===== src/rtl/wb_arbiter_if.sv =====
// wb_arbiter_if: bundle of the writeback arbiter's issue, ALU, load, hazard-query
// and register-file write signals.
//   slave  modport: the arbiter side (consumes issue/ALU/load/query inputs and
//                   drives alu_ready, busy flags, the write port and err).
//   master modport: the pipeline side that drives those inputs.
interface wb_arbiter_if #(
  parameter int XLEN = 32
);
  logic            iss_valid;
  logic [4:0]      iss_rd;
  logic            alu_valid;
  logic            alu_ready;
  logic [4:0]      alu_rd;
  logic [XLEN-1:0] alu_data;
  logic            ld_valid;
  logic [4:0]      ld_rd;
  logic [XLEN-1:0] ld_data;
  logic [4:0]      q_rs1;
  logic [4:0]      q_rs2;
  logic [4:0]      q_rd;
  logic            busy_rs1;
  logic            busy_rs2;
  logic            busy_rd;
  logic            RegWrite;
  logic [4:0]      WriteAddr;
  logic [XLEN-1:0] WriteData;
  logic            err;

  modport slave (
    input  iss_valid, iss_rd,
    input  alu_valid, alu_rd, alu_data,
    input  ld_valid, ld_rd, ld_data,
    input  q_rs1, q_rs2, q_rd,
    output alu_ready,
    output busy_rs1, busy_rs2, busy_rd,
    output RegWrite, WriteAddr, WriteData,
    output err
  );

  modport master (
    output iss_valid, iss_rd,
    output alu_valid, alu_rd, alu_data,
    output ld_valid, ld_rd, ld_data,
    output q_rs1, q_rs2, q_rd,
    input  alu_ready,
    input  busy_rs1, busy_rs2, busy_rd,
    input  RegWrite, WriteAddr, WriteData,
    input  err
  );
endinterface


===== src/rtl/wb_arbiter.sv =====
// wb_arbiter: single writer of the register-file write port. Loads (which cannot
// be stalled) win the port; ALU results are queued in a small FIFO and drained
// whenever no load is present. A pending bit per architectural register (x1..x31)
// is set on issue and cleared when the matching write retires, so the issue
// stage can stall on RAW/WAW hazards through the busy_* query outputs.
//
// Ports:
//   clk  - clock, rising edge
//   rst  - asynchronous active-high reset
//   bus  - wb_arbiter_if.slave: issue, ALU result (valid/ready), load response,
//          hazard queries, register-file write port and sticky err flag
//
// Optional feature: define WB_ALU_BYPASS_EN to let an ALU result go straight to
// the write port (zero latency) when the FIFO is empty and no load is present.
module wb_arbiter #(
  parameter int FIFO_DEPTH = 4,
  parameter int XLEN       = 32
) (
  input  logic         clk,
  input  logic         rst,
  wb_arbiter_if.slave  bus
);
  localparam int AW = $clog2(FIFO_DEPTH);

  // FIFO storage and pointers (extra MSB distinguishes full from empty)
  logic [4:0]      fifo_rd_mem   [FIFO_DEPTH];
  logic [XLEN-1:0] fifo_data_mem [FIFO_DEPTH];
  logic [AW:0]     wr_ptr_reg;
  logic [AW:0]     rd_ptr_reg;

  logic [31:1]     pending_reg;
  logic [31:1]     pending_next;
  logic [31:1]     set_vec;
  logic [31:1]     clr_vec;
  logic [31:0]     pend_full;
  logic            err_reg;

  logic            empty;
  logic            full;
  logic            push;
  logic            pop;
  logic            bypass;
  logic            port_valid;
  logic [4:0]      port_rd;
  logic [XLEN-1:0] port_data;
  logic            retire;
  logic            err_event;

  assign empty = (wr_ptr_reg == rd_ptr_reg);
  assign full  = ((wr_ptr_reg ^ rd_ptr_reg) == {1'b1, {AW{1'b0}}});

  // Fixed-priority port selection: load, then FIFO head, then (optionally) a
  // bypassed ALU result.
  always_comb begin
    port_valid = 1'b0;
    port_rd    = 5'd0;
    port_data  = '0;
    pop        = 1'b0;
    bypass     = 1'b0;
    if (bus.ld_valid) begin
      port_valid = 1'b1;
      port_rd    = bus.ld_rd;
      port_data  = bus.ld_data;
    end else if (!empty) begin
      port_valid = 1'b1;
      port_rd    = fifo_rd_mem[rd_ptr_reg[AW-1:0]];
      port_data  = fifo_data_mem[rd_ptr_reg[AW-1:0]];
      pop        = 1'b1;
    end
`ifdef WB_ALU_BYPASS_EN
    else if (bus.alu_valid) begin
      // FIFO is empty here, so alu_ready is high and the result is accepted
      port_valid = 1'b1;
      port_rd    = bus.alu_rd;
      port_data  = bus.alu_data;
      bypass     = 1'b1;
    end
`endif
  end

  // rd=0 results are consumed but never reach the register file; the rst term
  // keeps the combinational load path quiet while reset is held.
  assign retire = port_valid && (port_rd != 5'd0) && !rst;

  assign push = bus.alu_valid && !full && !bypass;

  assign bus.alu_ready = !full;
  assign bus.RegWrite  = retire;
  assign bus.WriteAddr = retire ? port_rd : 5'd0;
  assign bus.WriteData = retire ? port_data : '0;

  // FIFO pointers
  always_ff @(posedge clk or posedge rst) begin
    if (rst) begin
      wr_ptr_reg <= '0;
      rd_ptr_reg <= '0;
    end else begin
      if (push) wr_ptr_reg <= wr_ptr_reg + 1'b1;
      if (pop)  rd_ptr_reg <= rd_ptr_reg + 1'b1;
    end
  end

  // FIFO storage needs no reset: the pointers define which entries are valid
  always_ff @(posedge clk) begin
    if (push) begin
      fifo_rd_mem[wr_ptr_reg[AW-1:0]]   <= bus.alu_rd;
      fifo_data_mem[wr_ptr_reg[AW-1:0]] <= bus.alu_data;
    end
  end

  // Per-register set/clear decode; set wins over a same-edge clear
  genvar gi;
  generate
    for (gi = 1; gi < 32; gi++) begin : g_pend
      assign set_vec[gi] = bus.iss_valid && (bus.iss_rd == 5'(gi));
      assign clr_vec[gi] = retire && (port_rd == 5'(gi));
    end
  endgenerate

  assign pending_next = (pending_reg & ~clr_vec) | set_vec;

  // Bit 0 pinned low so x0 always reads not-busy and never counts as pending
  assign pend_full = {pending_reg, 1'b0};

  assign err_event = (retire && !pend_full[port_rd])
                   || (bus.iss_valid && (bus.iss_rd != 5'd0) && pend_full[bus.iss_rd])
                   || (bus.alu_valid && full);

  always_ff @(posedge clk or posedge rst) begin
    if (rst) begin
      pending_reg <= '0;
      err_reg     <= 1'b0;
    end else begin
      pending_reg <= pending_next;
      err_reg     <= err_reg | err_event;
    end
  end

  assign bus.err      = err_reg;
  assign bus.busy_rs1 = pend_full[bus.q_rs1];
  assign bus.busy_rs2 = pend_full[bus.q_rs2];
  assign bus.busy_rd  = pend_full[bus.q_rd];
endmodule


===== src/flat_wrapper.sv =====
// flat-port wrapper written by rule: the top's interface ports become plain ports
module wb_arbiter_flat 
#(
  parameter int FIFO_DEPTH = 4,
  parameter int XLEN       = 32
)
  (clk, rst, bus_iss_valid, bus_iss_rd, bus_alu_valid, bus_alu_rd, bus_alu_data, bus_ld_valid, bus_ld_rd, bus_ld_data, bus_q_rs1, bus_q_rs2, bus_q_rd, bus_alu_ready, bus_busy_rs1, bus_busy_rs2, bus_busy_rd, bus_RegWrite, bus_WriteAddr, bus_WriteData, bus_err);
  wb_arbiter_if #(.XLEN(XLEN)) bus_i ();
  input  logic clk;
  input  logic rst;
  input wire logic [$bits(bus_i.iss_valid)-1:0] bus_iss_valid;
  input wire logic [$bits(bus_i.iss_rd)-1:0] bus_iss_rd;
  input wire logic [$bits(bus_i.alu_valid)-1:0] bus_alu_valid;
  input wire logic [$bits(bus_i.alu_rd)-1:0] bus_alu_rd;
  input wire logic [$bits(bus_i.alu_data)-1:0] bus_alu_data;
  input wire logic [$bits(bus_i.ld_valid)-1:0] bus_ld_valid;
  input wire logic [$bits(bus_i.ld_rd)-1:0] bus_ld_rd;
  input wire logic [$bits(bus_i.ld_data)-1:0] bus_ld_data;
  input wire logic [$bits(bus_i.q_rs1)-1:0] bus_q_rs1;
  input wire logic [$bits(bus_i.q_rs2)-1:0] bus_q_rs2;
  input wire logic [$bits(bus_i.q_rd)-1:0] bus_q_rd;
  output wire logic [$bits(bus_i.alu_ready)-1:0] bus_alu_ready;
  output wire logic [$bits(bus_i.busy_rs1)-1:0] bus_busy_rs1;
  output wire logic [$bits(bus_i.busy_rs2)-1:0] bus_busy_rs2;
  output wire logic [$bits(bus_i.busy_rd)-1:0] bus_busy_rd;
  output wire logic [$bits(bus_i.RegWrite)-1:0] bus_RegWrite;
  output wire logic [$bits(bus_i.WriteAddr)-1:0] bus_WriteAddr;
  output wire logic [$bits(bus_i.WriteData)-1:0] bus_WriteData;
  output wire logic [$bits(bus_i.err)-1:0] bus_err;
  assign bus_i.iss_valid = bus_iss_valid;
  assign bus_i.iss_rd = bus_iss_rd;
  assign bus_i.alu_valid = bus_alu_valid;
  assign bus_i.alu_rd = bus_alu_rd;
  assign bus_i.alu_data = bus_alu_data;
  assign bus_i.ld_valid = bus_ld_valid;
  assign bus_i.ld_rd = bus_ld_rd;
  assign bus_i.ld_data = bus_ld_data;
  assign bus_i.q_rs1 = bus_q_rs1;
  assign bus_i.q_rs2 = bus_q_rs2;
  assign bus_i.q_rd = bus_q_rd;
  assign bus_alu_ready = bus_i.alu_ready;
  assign bus_busy_rs1 = bus_i.busy_rs1;
  assign bus_busy_rs2 = bus_i.busy_rs2;
  assign bus_busy_rd = bus_i.busy_rd;
  assign bus_RegWrite = bus_i.RegWrite;
  assign bus_WriteAddr = bus_i.WriteAddr;
  assign bus_WriteData = bus_i.WriteData;
  assign bus_err = bus_i.err;
  wb_arbiter #(.FIFO_DEPTH(FIFO_DEPTH), .XLEN(XLEN)) u_core (.clk(clk), .rst(rst), .bus(bus_i));
endmodule

===== config.mk =====
export PLATFORM = sky130hd
export DESIGN_NAME = wb_arbiter_flat
export DESIGN_NICKNAME = d
export VERILOG_FILES = /design/src/rtl/wb_arbiter_if.sv /design/src/rtl/wb_arbiter.sv /design/src/flat_wrapper.sv
export SDC_FILE = /design/constraint.sdc
export NUM_CORES = 1
export LEC_CHECK = 0
export BUFFER_PORTS_ARGS = -buffer_cell sky130_fd_sc_hd__buf_2
export CORE_MARGIN = 8
export CORE_UTILIZATION = 53
export CTS_CLUSTER_SIZE = 16
export DETAILED_ROUTE_END_ITERATION = 8
export PLACE_DENSITY_LB_ADDON = 0.25
export SKIP_CTS_REPAIR_TIMING = 1
export SLEW_MARGIN = 0
export SYNTH_ARGS = -nofsm -noshare
export SYNTH_HDL_FRONTEND = slang
export SYNTH_SLANG_ARGS = --single-unit

===== constraint.sdc =====
create_clock -name clk -period 3.9 [get_ports clk]
set_input_delay 0.78 -clock clk [delete_from_list [all_inputs] [get_ports clk]]
set_output_delay 0.78 -clock clk [all_outputs]
set_load 0.02 [all_outputs]

=== Yosys cells after proc, flatten, opt, wreduce, memory -nomap -nowiden ===
Memories as Yosys holds them, arrays and structs flattened.
Index checks and enable logic that the tools add are counted.

* Register bits after elaboration: 38
* Memory bits (writable): 148
* Memories kept: 2

* $add $sub $neg: 2
* Order comparisons: 5
* Equal/unequal tests: 64
* Mux-type cells: 21
* Bitwise operators: 5
* Reduce and logical (&&, ||, !) cells: 76

{| class="wikitable"
|+ Memory list
! memory !! depth !! bits a word !! rd ports !! clocked after Yosys merged registers in !! write ports !! RTL line !! source
|-
| u_core.fifo_data_mem || 4 || 32 || 1 || 0 || 1 || wb_arbiter.sv:27 || <nowiki>logic [XLEN-1:0] fifo_data_mem [FIFO_DEPTH];</nowiki>
|-
| u_core.fifo_rd_mem || 4 || 5 || 1 || 0 || 1 || wb_arbiter.sv:26 || <nowiki>logic [4:0] fifo_rd_mem [FIFO_DEPTH];</nowiki>
|}

{| class="wikitable"
|+ Operator list
! operator !! count
|-
| == test 5 bit (second input constant) || 32
|-
| two-way mux 32 bit || 3
|-
| == test 5 x 4 -> 1 bit (second input constant) || 16
|-
| logical AND 1 bit || 69
|-
| == test 5 x 3 -> 1 bit (second input constant) || 8
|-
| bitwise AND 31 bit || 1
|-
| inverter 31 bit || 1
|-
| OR 31 bit || 1
|-
| less-than comparator 5 x 6 -> 1 bit (second input constant) || 5
|-
| binary-select mux 1 bit (select 5 bit) || 5
|-
| == test 5 x 2 -> 1 bit (second input constant) || 4
|-
| two-way mux 5 bit || 3
|-
| == test 5 x 1 -> 1 bit (second input constant) || 2
|-
| two-way mux 1 bit || 10
|-
| nonzero test 5 bit || 2
|-
| adder 3 x 1 -> 3 bit (second input constant) || 2
|-
| == test 3 bit || 1
|-
| == test 3 bit (second input constant) || 1
|-
| zero test 1 bit || 3
|-
| XOR 3 bit || 1
|-
| logical OR 1 bit || 2
|-
| OR 1 bit || 1
|}

=== Logic depth before layout (Yosys ltp) ===
Gate-level depths: netlist of run 1.

* Word-level depth: 10
* Gate-level depth with buffers: 9
* Gate-level depth less buffers: 7

=== Least setup slack after synthesis of run 1 ===
OpenSTA, ideal clock, no wires.

* Path type: input -> output
* From: input port bus_q_rd[0]
* To: output port bus_busy_rd
* Data arrival time: 2.515 ns
* Required time: 3.120 ns
* Setup slack: 0.605 ns
* Stages on the path: 4
* Path buffers: 1
* Path through: clkbuf_1 -> mux4_2 -> mux4_2 -> mux2_2

* Word-level cells in the longest chain between the ends: 2

{| class="wikitable"
|+ RTL lines
! what !! RTL line !! source
|-
| start: declaration || flat_wrapper.sv:21 || <nowiki>input wire logic [$bits(bus_i.q_rd)-1:0] bus_q_rd;</nowiki>
|-
| binary-select mux 1 bit (select 5 bit) || wb_arbiter.sv:142 || <nowiki>assign bus.busy_rd = pend_full[bus.q_rd];</nowiki>
|-
| two-way mux 1 bit (implied by the code) || wb_arbiter.sv:142 ||
|-
| end: declaration || flat_wrapper.sv:25 || <nowiki>output wire logic [$bits(bus_i.busy_rd)-1:0] bus_busy_rd;</nowiki>
|}

No other way between the ends. The select of a mux whose other input is x is not followed.

=== Worst setup path in the final report of run 1 ===
* From: register u_core.rd_ptr_reg[0]
* To: output port bus_WriteData[2]

* Word-level cells in the longest chain between the ends: 7
* Elaborated cells on any way between the ends: 13
* Classes of those cells: 1 x eq/ne; 7 x mux; 3 x reduce/logical; 2 x memory

{| class="wikitable"
|+ RTL lines
! what !! RTL line !! source
|-
| start: declaration || wb_arbiter.sv:29 || <nowiki>logic [AW:0] rd_ptr_reg;</nowiki>
|-
| start signal: assignment || wb_arbiter.sv:99 || <nowiki>if (pop) rd_ptr_reg <= rd_ptr_reg + 1'b1;</nowiki>
|-
| memory read (4 x 5 bit) or == test 3 bit (tied branches) || -- ||
|-
| two-way mux 5 bit || wb_arbiter.sv:64 || <nowiki>end else if (!empty) begin</nowiki>
|-
| two-way mux 5 bit || wb_arbiter.sv:60 || <nowiki>if (bus.ld_valid) begin</nowiki>
|-
| nonzero test 5 bit || wb_arbiter.sv:83 || <nowiki>assign retire = port_valid && (port_rd != 5'd0) && !rst;</nowiki>
|-
| logical AND 1 bit (2 in series) || wb_arbiter.sv:83 ||
|-
| two-way mux 32 bit (*) || wb_arbiter.sv:90 || <nowiki>assign bus.WriteData = retire ? port_data : '0;</nowiki>
|-
| end: declaration || flat_wrapper.sv:28 || <nowiki>output wire logic [$bits(bus_i.WriteData)-1:0] bus_WriteData;</nowiki>
|}

Every way passes the cells marked *; elsewhere a longest branch is shown, timed or not.

==> flow_summary.yaml, run 1 <==
final_layout:
  fin_nets: 845
  largest_register_ffs: 128
  drive_gt1_share_pct: 37.8
  final_cell_area_sq_um: 10600
  utilization_pct: 62.4
  area_delta_synth_final_pct: 16.5
  nFillCells: 1287
floorplanning:
  design.die.area_sq_um: 21700
  coreArea_sq_um: 17100
  start_util_pct: 53.5
  fp.dieH_microns: 147
  row_count: 48
  die_x_microns: 147
  io_pins: 142
worst_setup_path:
  cp.arrival_ns: 2.93
  r2r-end: "u_core.bus.err"
  critical_path.top_delay_family: "multiplexers"
  r2r_start: "u_core.rd_ptr_reg[0]"
  path_class: "flop to primary output"
  crit_chain: "mux4_2, o311a_4, nor2_8, nand3_1, o21ai_2, buf_6, nor2_1, buf_2"
  r2r_cells: 8
  crit_path_end_kind: "primary output"
  rrSetupSlack_ns: 1.19
  crit_path_top_delay_cell: "mux4_2"
  start_kind: "flop"
  crit_buf_inv: 2
  crit_path_max_incr_delay_ns: 0.60
  crit_path_max_fanout: 35
  worstPathRequired_ns: 3.12
routing:
  wl_met1_microns: 9060
  wl_microns: 22700
  wl_met3_microns: 1610
  wl_per_cell_microns: 23.1
  highest_layer: "met5"
  via_count: 6115
  drc: 0
  via_per_inst: 6.25
  postRouteAntennaNets: 0
  wl_met2_microns: 11500
  first_pass_iters: 5
  drt-initial-drc-count: 508
sta:
  fmax_mhz: 270
  worst_pin_slew_ns: 1.02
  rsz0062_at_grt: "no"
  finalSetupViolCount: 0
  slew_headroom_pct: 32.0
  whs_ns: 0.545
  fin_worst_skew_ns: 0.0103
  fin_crit_sh_pct: 95.1
  finalMaxSlewViolations: 0
  hold_viol: 0
  min_period_ns: 3.71
clock_network:
  clock_path_buffers: 2
  cts_tree: "yes"
  clock-sinks: 186
  cts_root_buf: "clkbuf_16"
  cts_buffers: 17
  clock_latency_ns: 0.43
  h-tree-depth: 4
  cts.clk_slew.worst_paths_ns: 0.07
yosys:
  synth_area_per_cell_sq_um: 15.1
  syn_inst: 603
  yosysTopAreaCellShare_pct: 48.7
  synthArstFlopShare_pct: 20.4
  synth_top_flop_cell: "edfxtp_1"
  netlist_top_cells_count: "edfxtp_1 (148), mux4_2 (73), o21ai_0 (54), nor2_1 (39), dfrtp_1 (38)"
  synthDistinctLibCells: 53
  synth_area_sq_um: 9130
  synth_nets: 707
  synth-edff-count: 148
  synth_seq_area_share_pct: 59.1
  yosysWarnings: 0
  yosysTopAreaCell: "edfxtp_1"
  synth_seq_cells: 186
  ys_top_cells_by_area: "edfxtp_1 (49%), mux4_2 (18%), dfrtp_1 (10%), o21ai_0 (3.0%), nor3b_1 (2.6%)"
  yosysMostFrequentCell: "edfxtp_1"
worst_hold_path:
  hold_class: "flop to flop"
  hold_depth: 1
  hp-start: "u_core.wr_ptr_reg[2]"
  timing.hold.worst_endpoint: "u_core.wr_ptr_reg[2]"
power:
  powerDensity_nw_per_um2: 759
  vdd_drop_max_v: 0.000535
  p_leak_uw: 0.00387
global_routing:
  grt_start_max_net_pins: 54
  antenna_found_initial: 2
  grt_pass1_vias: 6631
  track_usage_pct: 21.3
  grt-ovfl-total: 0
  grt_pass1_wl_microns: 35600
job:
  max_cap_violations: 0
placed_design:
  hpwl_microns: 15200
  port_buffers: 141
  finalWeightedCongestion: 0.925
  placedInstanceArea_sq_um: 10000
outcome:
  status: "finished clean"
power by group:
group / leakage (uW) / total (uW) / switching [uW] / internal [uW]
Sequential: 0.00181 / 3180 / 450 / 2730
Combinational: 0.00179 / 3210 / 1760 / 1460
Clock: 0.000271 / 1680 / 735 / 948
Total: 0.00387 / 8080 / 2940 / 5140
worst reg2reg max path, delay by kind of cell (launching register included):
kind | cells | cell delay (ns)
AO/OA/AOI/OAI | 4 | 0.92
multiplexers | 1 | 0.53
flip-flops | 1 | 0.52
XOR/XNOR | 1 | 0.28
buffers and inverters | 1 | 0.25
AND/OR/NAND/NOR | 1 | 0.12
final cells by class:
| type | instances | area [sq um] | share of cell area, % |
|---|---|---|---|
| antenna | 1 | 2.50 | 0.0235 |
| clock buffer | 19 | 433 | 4.07 |
| clock inverter | 12 | 138 | 1.29 |
| inverter | 8 | 30.0 | 0.282 |
| multi-input combinational | 374 | 3540 | 33.3 |
| sequential | 186 | 5400 | 50.7 |
| tap | 225 | 282 | 2.65 |
| timing repair buffer | 154 | 815 | 7.66 |
metrics by stage:
step                      power [uW]  setup slack (ns)  TNS, ns  cells
after floorplan                 5430             0.605        0    603
final                           8080             0.192        0    979
after global placement          6290             0.449        0    947
after global routing            8500            0.0487        0    978
after detailed placement        6410             0.326        0    947
after CTS                       8100           -0.0854    -1.45    978
cells in the final DEF, fill, tap and decap left out, types with 4 or more instances in the layout:
cell / netlist / routed
a21oi_1: 37 / 37
and3_2: 0 / 4
buf_2: 6 / 141
buf_4: 1 / 10
clkbuf_16: 0 / 17
dfrtp_1: 38 / 36
edfxtp_1: 148 / 148
ha_1: 5 / 5
inv_1: 7 / 7
mux2_2: 11 / 11
mux2i_1: 4 / 4
mux4_2: 73 / 73
nand2_1: 29 / 29
nand2b_1: 4 / 4
nand3_1: 13 / 13
nor2_1: 39 / 39
nor3_1: 5 / 4
nor3b_1: 32 / 32
o21ai_0: 54 / 54
o21ai_1: 14 / 14
metal layers:
metal / vias to the layer above / track usage, %
met5: - / 0
met4: 4 / 9.18
met3: 44 / 5.08
met2: 286 / 35.6
met1: 3083 / 26.2
li1: 2698 / -
cells by family (layout without fill, tap and decap cells):
group                    after synthesis  count (layout)  share of synthesized area (%)
flip-flops                           186             186                           59.1
AO/OA/AOI/OAI                        130             130                           8.61
adder cells (fa/ha/maj)                5               5                          0.685
XOR/XNOR                               7               7                          0.919
multiplexers                          89              89                           20.1
other                                  0               1                              0
AND/OR/NAND/NOR                      143             143                           8.28
buffers and inverters                 43             193                           2.30
worst max-delay path by stage:
stage	slack (ns)	start	cells past startpoint	to
2_1_floorplan	0.61	bus_q_rd[0]	4	bus_busy_rd
3_3_place_gp	0.45	bus_ld_valid	9	bus_WriteData[25]
3_5_place_dp	0.33	bus_ld_valid	9	bus_WriteData[2]
4_1_cts	-0.09	u_core.rd_ptr_reg[0]	8	bus_WriteData[2]
5_1_grt	0.05	u_core.rd_ptr_reg[0]	8	bus_WriteData[23]
6_report	0.19	u_core.rd_ptr_reg[0]	8	bus_WriteData[2]
(Power assumes the default switching activity.)
==> inputs of run 2 (changes only) <==
BUFFER_PORTS_ARGS = -buffer_cell sky130_fd_sc_hd__clkbuf_2   (was -buffer_cell sky130_fd_sc_hd__buf_2)
CORE_MARGIN = 2   (was 8)
CTS_CLUSTER_SIZE = 14   (was 16)
==> flow_summary.yaml, run 2 (same netlist as run 1, synthesis figures left out) <==
outcome:
  status: "finished clean"
sta:
  slew_headroom_pct: 32.3
  rsz0062_at_grt: "no"
  worst_pin_slew_ns: 1.02
  finalMaxSlewViolations: 0
  min_period_ns: 3.67
  fin_worst_skew_ns: 0.00659
  fmax_mhz: 272
  fin_crit_sh_pct: 94.2
  worst_slack_ns: 0.227
  finalSetupViolCount: 0
  tns_ns: 0
  hold_viol: 0
power:
  powerDensity_nw_per_um2: 766
  vdd_drop_max_v: 0.000503
  p_total_uw: 8190
  p_leak_uw: 0.00390
final_layout:
  largest_register_ffs: 128
  fin_nets: 847
  multi_input_area_sq_um: 3540
  layout_commonest_cell: "edfxtp_1"
  utilization_pct: 64.0
  antenna_cells: 0
  nFillCells: 1229
  final_cell_area_sq_um: 10700
  seq_area_sq_um: 5400
  drive_gt1_share_pct: 38.4
  mostFrequentLayoutCells: "edfxtp_1 (148), clkbuf_2 (141), mux4_2 (73)"
  area_delta_synth_final_pct: 17.0
floorplanning:
  die_x_microns: 135
  coreArea_sq_um: 16700
  io_pins: 142
  design.die.area_sq_um: 18300
  start_util_pct: 54.7
  row_count: 47
  fp.dieH_microns: 135
global_routing:
  grt_start_max_net_pins: 65
  use_met3_pct: 5.65
  grt-busiest-layer: "met2"
  track_usage_pct: 24.7
  groute.layer.met1.usage_pct: 33.2
  grt-ovfl-total: 0
  gr-usage-met2_pct: 40.3
  grt_pass1_vias: 6136
  antenna_found_initial: 0
  grt_pass1_wl_microns: 33300
worst_hold_path:
  hold_class: "input port to asynchronous set/reset pin"
clock_network:
  cts_root_buf: "clkbuf_16"
  clock-sinks: 186
  clock_path_buffers: 2
  cts.clk_slew.worst_paths_ns: 0.07
  clock_latency_ns: 0.43
  cts_buffers: 17
  h-tree-depth: 4
  cts_tree: "yes"
placed_design:
  post-place-ws_ns: 0.574
  finalWeightedCongestion: 0.914
  hpwl_microns: 14600
  port_buffers: 141
  placedInstanceArea_sq_um: 10100
worst_setup_path:
  crit_buf_inv: 2
  start_kind: "flop"
  critical_path.top_delay_family: "multiplexers"
  crit_path_top_delay_cell: "mux4_2"
  crit_path_max_fanout: 21
  worstPathRequired_ns: 3.12
  crit_path_max_incr_delay_ns: 0.57
  path_class: "flop to primary output"
  crit_chain: "mux4_2, o311a_4, nor2_8, nand3_1, o21ai_4, buf_4, nor2_1, clkbuf_2"
  crit_path_end_kind: "primary output"
  cp.arrival_ns: 2.89
routing:
  via_count: 6083
  wl_microns: 21800
  postRouteAntennaNets: 0
  drc: 0
  via_per_inst: 6.23
  drt-initial-drc-count: 489
  first_pass_iters: 6
  wl_per_cell_microns: 22.3
job:
  max_cap_violations: 0
## run 2: changes by cell type in the layout (fill, tap and decap cells not counted), sizes merged
cell / delta
bufinv: +1
clkinvlp: +1
buf: -139
clkbuf: +140
diode: -1
## run 2: worst reg2reg max path: cells and delay by family (launching register included)
family,cells,cell delay (ns)
buffers and inverters,1,0.25
AO/OA/AOI/OAI,4,0.96
flip-flops,1,0.58
XOR/XNOR,1,0.28
multiplexers,1,0.53
AND/OR/NAND/NOR,1,0.12
## run 2: report_power, final
| part | switching [uW] | total (uW) | internal (uW) |
|---|---|---|---|
| Combinational | 1710 | 3160 | 1450 |
| Sequential | 494 | 3230 | 2730 |
| Clock | 778 | 1800 | 1030 |
| Total | 2980 | 8190 | 5210 |
## run 2: final cells by class
cell class,count,area share [%]
inverter,8,0.281
multi-input combinational,374,33.1
timing repair buffer,156,7.66
tap,220,2.58
sequential,186,50.6
clock buffer,18,4.02
clock inverter,14,1.78
## run 2: path summary, 6_finish.rpt
| kind | to | depth (start not counted) | slack, ns | startpoint |
|---|---|---|---|---|
| max in group asynchronous | u_core.pending_reg[31] | 3 | 2.87 | rst |
| setup / recovery | bus_WriteData[2] | 8 | 0.23 | u_core.rd_ptr_reg[0] |
| min in group clk | u_core.rd_ptr_reg[2] | 1 | 0.52 | u_core.rd_ptr_reg[2] |
| setup reg to reg | u_core.bus.err | 8 | 1.09 | u_core.rd_ptr_reg[0] |
| hold reg to reg | u_core.rd_ptr_reg[2] | 1 | 0.52 | u_core.rd_ptr_reg[2] |
| hold / removal | u_core.wr_ptr_reg[0] | 2 | 0.33 | rst |
## run 2: routing by layer
| metal | vias up | routed length (microns) |
|---|---|---|
| met5 | - | 0 |
| met4 | 0 | 526 |
| met3 | 42 | 1730 |
| met2 | 294 | 10900 |
| met1 | 3047 | 8690 |
| li1 | 2700 | - |
## run 2: metrics by stage
| stage | cells | hold WS, ns |
|---|---|---|
| after floorplan | 603 | 0.495 |
| after global placement | 944 | 0.512 |
| after detailed placement | 944 | 0.520 |
| after CTS | 976 | 0.333 |
| after global routing | 976 | 0.341 |
| final | 976 | 0.331 |
